[config.mk]
export PLATFORM = sky130hd
export DESIGN_NAME = pacman_motion_ctrl
export DESIGN_NICKNAME = d
export VERILOG_FILES = /design/src/rtl/pacman_pkg.sv /design/src/rtl/neighbor_tile_calc.sv /design/src/rtl/pacman_motion_ctrl.sv
export SDC_FILE = /design/constraint.sdc
export NUM_CORES = 1
export LEC_CHECK = 0
export BUFFER_PORTS_ARGS = -buffer_cell sky130_fd_sc_hd__buf_4
export CAP_MARGIN = 20
export CORE_MARGIN = 8
export CORE_UTILIZATION = 30
export DETAILED_ROUTE_END_ITERATION = 10
export PLACE_DENSITY_LB_ADDON = 0.12
export SETUP_SLACK_MARGIN = 0.5
export SLEW_MARGIN = 20
export SYNTH_ARGS = -nofsm -noshare
export SYNTH_HDL_FRONTEND = slang
export SYNTH_SLANG_ARGS = --single-unit
[constraint.sdc]
create_clock -name Clk -period 3.1 [get_ports Clk]
set_input_delay 0.465 -clock Clk [delete_from_list [all_inputs] [get_ports Clk]]
set_output_delay 0.465 -clock Clk [all_outputs]
set_load 0.005 [all_outputs]
[src/rtl/pacman_pkg.sv]
// Shared types and constants for the Pac-Man motion controller.
package pacman_pkg;

    typedef enum logic [1:0] {UP = 2'd0, DOWN = 2'd1, LEFT = 2'd2, RIGHT = 2'd3} dir_t;

    typedef enum logic [2:0] {IDLE, REQ_Q, CHK_Q, REQ_C, CHK_C, UPDATE} state_t;

    localparam int TILE      = 16;
    localparam int MAZE_COLS = 40;
    localparam int MAZE_ROWS = 30;

    localparam logic [7:0] KEY_W = 8'h1A;
    localparam logic [7:0] KEY_A = 8'h04;
    localparam logic [7:0] KEY_S = 8'h16;
    localparam logic [7:0] KEY_D = 8'h07;

    function automatic dir_t opposite(input dir_t d);
        case (d)
            UP:      return DOWN;
            DOWN:    return UP;
            LEFT:    return RIGHT;
            default: return LEFT;
        endcase
    endfunction

endpackage

[src/rtl/neighbor_tile_calc.sv]
// Neighbour tile of (row, col) in a direction: wall-ROM address plus
// off-map / tunnel-wrap flags. Purely combinational.
module neighbor_tile_calc
    import pacman_pkg::*;
#(
    parameter int TUNNEL_ROW = 14
) (
    input  logic [4:0]  row_i,
    input  logic [5:0]  col_i,
    input  dir_t        dir_i,
    output logic [10:0] wall_addr_o,
    output logic        off_map_o,
    output logic        wrap_o
);

    logic [4:0] row_n;
    logic [5:0] col_n;
    logic       horiz;

    // Step one tile; flag edges instead of wrapping the arithmetic
    always_comb begin
        row_n     = row_i;
        col_n     = col_i;
        off_map_o = 1'b0;
        horiz     = 1'b0;
        case (dir_i)
            UP:    if (row_i == 5'd0) off_map_o = 1'b1; else row_n = row_i - 5'd1;
            DOWN:  if (row_i == 5'(MAZE_ROWS - 1)) off_map_o = 1'b1; else row_n = row_i + 5'd1;
            LEFT: begin
                horiz = 1'b1;
                if (col_i == 6'd0) off_map_o = 1'b1; else col_n = col_i - 6'd1;
            end
            default: begin
                horiz = 1'b1;
                if (col_i == 6'(MAZE_COLS - 1)) off_map_o = 1'b1; else col_n = col_i + 6'd1;
            end
        endcase
        // Leaving the map sideways on the tunnel row is the only open exit
        wrap_o      = off_map_o && horiz && (row_i == 5'(TUNNEL_ROW));
        wall_addr_o = {row_n, col_n};
    end

endmodule

[src/rtl/pacman_motion_ctrl.sv]
// Pac-Man sprite motion: keycode -> queued direction, one step per frame
// tick through the tile maze with wall-ROM lookups, cornering, reversal
// and tunnel wrap.
module pacman_motion_ctrl
    import pacman_pkg::*;
#(
    parameter int STEP       = 1,
    parameter int START_X    = 312,
    parameter int START_Y    = 376,
    parameter int TUNNEL_ROW = 14
) (
    input  logic        Clk,
    input  logic        Reset,
    input  logic        frame_tick,
    input  logic [7:0]  keycode,
    output logic [10:0] wall_addr,
    input  logic        wall_bit,
    output logic [9:0]  PacmanX,
    output logic [9:0]  PacmanY,
    output logic [1:0]  pac_dir,
    output logic        moving,
    output logic        busy
);

    localparam logic [9:0] STEP_W = 10'(STEP);
    localparam logic [9:0] X_MIN  = 10'(TILE / 2);
    localparam logic [9:0] X_MAX  = 10'(MAZE_COLS * TILE - TILE / 2);

    state_t      state_q;
    dir_t        dir_q, qdir_q, qdir_d, try_q, nb_dir;
    logic [9:0]  x_q, y_q, x_d, y_d;
    logic [10:0] addr_q, nb_addr;
    logic        moving_q, pending_q, off_q, wrap_q, move_q;
    logic        nb_off, nb_wrap, nb_open, aligned;

    assign aligned = (x_q[3:0] == 4'd8) && (y_q[3:0] == 4'd8);
    // IDLE probes the queued direction, CHK_Q falls back to the current one
    assign nb_dir  = (state_q == CHK_Q) ? dir_q : qdir_q;
    // Off-map neighbours never touch the ROM; their openness is the wrap flag
    assign nb_open = off_q ? wrap_q : ~wall_bit;

    neighbor_tile_calc #(.TUNNEL_ROW(TUNNEL_ROW)) u_nb (
        .row_i      (y_q[8:4]),
        .col_i      (x_q[9:4]),
        .dir_i      (nb_dir),
        .wall_addr_o(nb_addr),
        .off_map_o  (nb_off),
        .wrap_o     (nb_wrap)
    );

    // Keycode decode into the next queued direction
    always_comb begin
        qdir_d = qdir_q;
        case (keycode)
            KEY_W:   qdir_d = UP;
            KEY_S:   qdir_d = DOWN;
            KEY_A:   qdir_d = LEFT;
            KEY_D:   qdir_d = RIGHT;
            default: ;
        endcase
    end

    // One STEP displacement in the committed heading, with tunnel wrap
    always_comb begin
        x_d = x_q;
        y_d = y_q;
        if (move_q) begin
            case (dir_q)
                UP:      y_d = y_q - STEP_W;
                DOWN:    y_d = y_q + STEP_W;
                LEFT:    x_d = (wrap_q && x_q == X_MIN) ? X_MAX : x_q - STEP_W;
                default: x_d = (wrap_q && x_q == X_MAX) ? X_MIN : x_q + STEP_W;
            endcase
        end
    end

    // Queued direction latch, updated every cycle
    always_ff @(posedge Clk) begin
        if (Reset) qdir_q <= LEFT;
        else       qdir_q <= qdir_d;
    end

    // Motion FSM with registered position, heading and ROM address
    always_ff @(posedge Clk) begin
        if (Reset) begin
            state_q   <= IDLE;
            x_q       <= 10'(START_X);
            y_q       <= 10'(START_Y);
            dir_q     <= LEFT;
            try_q     <= LEFT;
            moving_q  <= 1'b0;
            pending_q <= 1'b0;
            addr_q    <= '0;
            off_q     <= 1'b0;
            wrap_q    <= 1'b0;
            move_q    <= 1'b0;
        end else begin
            // One tick can be queued while a service is in flight
            if (state_q != IDLE && frame_tick) pending_q <= 1'b1;
            case (state_q)
                IDLE: begin
                    if (frame_tick || pending_q) begin
                        pending_q <= 1'b0;
                        if (!aligned) begin
                            // Mid-tile: only an about-turn may change heading
                            if (qdir_q == opposite(dir_q)) dir_q <= qdir_q;
                            move_q  <= 1'b1;
                            wrap_q  <= 1'b0;
                            state_q <= UPDATE;
                        end else begin
                            try_q  <= qdir_q;
                            off_q  <= nb_off;
                            wrap_q <= nb_wrap;
                            if (!nb_off) addr_q <= nb_addr;
                            state_q <= REQ_Q;
                        end
                    end
                end
                REQ_Q: state_q <= CHK_Q;
                CHK_Q: begin
                    if (nb_open) begin
                        dir_q   <= try_q;
                        move_q  <= 1'b1;
                        state_q <= UPDATE;
                    end else begin
                        off_q  <= nb_off;
                        wrap_q <= nb_wrap;
                        if (!nb_off) addr_q <= nb_addr;
                        state_q <= REQ_C;
                    end
                end
                REQ_C: state_q <= CHK_C;
                CHK_C: begin
                    move_q  <= nb_open;
                    state_q <= UPDATE;
                end
                UPDATE: begin
                    x_q      <= x_d;
                    y_q      <= y_d;
                    moving_q <= move_q;
                    state_q  <= IDLE;
                end
                default: state_q <= IDLE;
            endcase
        end
    end

    assign wall_addr = addr_q;
    assign PacmanX   = x_q;
    assign PacmanY   = y_q;
    assign pac_dir   = dir_q;
    assign moving    = moving_q;
    assign busy      = (state_q != IDLE);

endmodule

==> summary.md <==
| Metric | Value |
|---|---|
| Status | complete, no violations |
| Final-report hold violation count | 0 |
| Critical path origin | pac_dir[1] |
| Pin count of the biggest net entering global routing | 46 |
| CP Class | flip-flop to flip-flop |
| Setup ws final | 0.629 ns |
| Inserted Clock Buffers | 5 |
| Remaining DRCs | 0 |
| RSZ-0062 raised after global routing | yes |
| Synth Register Bits | 45 |
| First-pass GRT wire length | 16.3 mm |
| Synth Instances | 436 |
| Rel. slew slack | 0.541 |
| FFs w/ async S/R, synth | 0 |
| Clock insertion delay at the later pin of the skew report | 0.30 ns |
| Via density | 5.42 |
| Post-CTS setup buffers | 0 |
| Sum Neg Setup Slack | 0 ns |
| Syn avg cell area | 7.60 um^2 |
| R2R setup slack | 0.63 ns |
| Clock tree buffer depth | 2 |
| Vias | 3336 |
| DR pass1 iterations | 5 |
| Final Critical Period | 2.47 ns |
| Synth warnings | 0 |
| Routed wire per std cell | 16.1 um |
| Post-synthesis instance area | 3310 um^2 |
| Cell accounting for the most synthesized area | dfxtp_1 |
| Root Buffer Master | clkbuf_8 |
| CTS tree | yes |
| Congestion Overflow GR | 0 |
| Sequential area share after synthesis | 0.272 |
| Die span in y | 121 um |
| Core area | 10800 um^2 |
| H-Tree Depth | 2 |
| Worst Hold Launch | keycode[1] |
| Max-Cap Viols | 0 |
| Routed Wire Length | 9.87 mm |
| Fmax | 0.405 GHz |
| Mapped Nets | 467 |
| Hold Crit Class | primary input to flip-flop |
| Layout Area Growth over Synthesis | 19.4% |
| Estimated wirelength of the detail-placed design | 7.22 mm |
| Initial antenna violation count | 0 |
| Clock Skew | 0.0147 ns |
| Clock sinks | 45 |
| CP required | 3.33 ns |
| Hold_ws | 0.456 ns |
| Gpl congestion | 0.833 |
| IO Pins | 47 |
| Slew @ Worst Pin | 0.682 ns |
| Worst path arrival time | 2.70 ns |
| Synth top area share | 0.272 |
| Port bufs | 46 |
| Max VDD drop | 0.161 mV |
| Pre-CTS setup slack | 0.270 ns |
| Antenna Diode Count | 0 |
| Post-CTS Hold Buffers | 0 |
| Power per standard cell area | 345 nW/um^2 |
| CP startpoint kind | flip-flop |
| Period utilisation layout | 0.797 |
| Most area-consuming cells after synthesis | dfxtp_1 27%, ha_1 6.8%, a21oi_1 5.6% |
| Row count | 38 |
| Chip width | 121 um |
| Final ANT Viol Nets | 0 |
| Critical Path Sink Type | flip-flop |
| Fin. max-slew vios | 0 |
| Share of cells above drive strength 1 | 0.175 |
| Die Area | 14700 um^2 |
| R2r startpoint | pac_dir[1] |
| Main flop type after synthesis | dfxtp_1 |
| Layout Nets | 505 |
| Clock transition at the registers of the reported paths | 0.09 ns |
| Vias in the first global route | 3199 |
| 1st-iter DRT viols | 240 |
| Setup violators final | 0 |
| LEAKAGE | 1.60 nW |
| Gr usage total | 0.134 |
| Starting Density | 0.307 |
| Maximum fanout along the worst path | 10 |
| EDFF count, synth | 0 |
| Synth cell types | 60 |
## worst paths after layout
kind	cells past startpoint	to
setup reg to reg	9	PacmanY[9]
setup / recovery	9	PacmanY[9]
hold reg to reg	2	moving
hold / removal	3	qdir_q[0]
## worst max-delay path, stage by stage (launching register included)
cell      delay, ns
dfxtp_2        0.39
inv_1          0.16
nand2_4        0.14
ha_1           0.36
o21ai_0        0.29
o211ai_1       0.16
a311oi_1       0.34
xnor2_1        0.13
or3_1          0.31
a21oi_1        0.14
## final cells by class
class,instances,area [um^2]
Timing Repair Buffer,59,443
Tap cell,140,175
Multi-Input combinational cell,347,2270
Fill cell,1147,6840
Clock inverter,1,5.00
Sequential cell,45,902
Inverter,16,60.1
Clock buffer,7,96.3
## sequential cells by signal, indices dropped and copies added (netlist names), 2 cells and up
register   count
state_q        3
PacmanY       10
wall_addr     11
try_q          2
PacmanX       10
qdir_q         2
pac_dir        2
## cells in the final DEF, fill, tap and decap left out, types with 5 or more instances in the layout
cell type | synthesis | layout
nor2_1 | 47 | 47
nor3_1 | 14 | 14
xnor2_1 | 12 | 12
inv_1 | 16 | 16
o211ai_1 | 5 | 5
mux2i_1 | 8 | 7
dfxtp_1 | 45 | 44
ha_1 | 18 | 18
nand4_1 | 7 | 7
a211oi_1 | 14 | 12
nand2b_1 | 7 | 7
clkbuf_8 | 0 | 7
a21o_1 | 5 | 5
xor2_1 | 6 | 6
nand3_1 | 20 | 20
nand2_1 | 42 | 41
buf_4 | 0 | 59
o21ai_0 | 26 | 26
a21oi_1 | 37 | 37
## routing by layer
layer	vias up	part of all wire	global-route usage
li1	1685	-	-
met3	8	0.041	0.0279
met2	65	0.49	0.235
met1	1578	0.46	0.163
met4	0	0.0080	0.0320
met5	-	0	0
## cells in the mapped netlist, types with 4 or more instances
master / count
nor2_1: 47
dfxtp_1: 45
nand2_1: 42
a21oi_1: 37
o21ai_0: 26
clkbuf_1: 20
nand3_1: 20
ha_1: 18
inv_1: 16
a211oi_1: 14
nor3_1: 14
xnor2_1: 12
mux2i_1: 8
nand2b_1: 7
nand4_1: 7
xor2_1: 6
a21o_1: 5
buf_2: 5
o211ai_1: 5
a211o_1: 4
a311oi_1: 4
and2_1: 4
nor3b_1: 4
o22ai_1: 4
or3_1: 4
## metrics by stage
step | instance area [um^2] | instances | util | power (mW)
global route | 3960 | 615 | 0.367 | 1.45
detailed placement | 3810 | 607 | 0.353 | 0.960
floorplan | 3310 | 436 | - | 0.856
global placement | 3810 | 607 | 0.353 | 0.959
CTS | 3930 | 615 | 0.364 | 1.39
finish | 3960 | 615 | 0.367 | 1.36
## logic make-up (layout without fill, tap and decap cells)
group	count (synthesis)	after routing	synth area share
xor+xnor	18	18	0.0476
mux	10	10	0.0310
fa+ha+maj	19	19	0.0740
flops	45	45	0.272
buf+inv	44	83	0.0540
simple gates	167	167	0.248
compound gates	133	133	0.274
## power breakdown
part	internal, mW	switching [mW]
Combinational	0.135	0.171
Sequential	0.616	0.0294
Clock	0.202	0.211
## timing repair
action,4_1_cts,5_1_grt
pin swaps,0,0
endpoints found under the setup margin,5,8
hold endpoints to repair,0,0
gates resized for setup,3,5
Note: power is estimated with default switching activity, not from simulation.
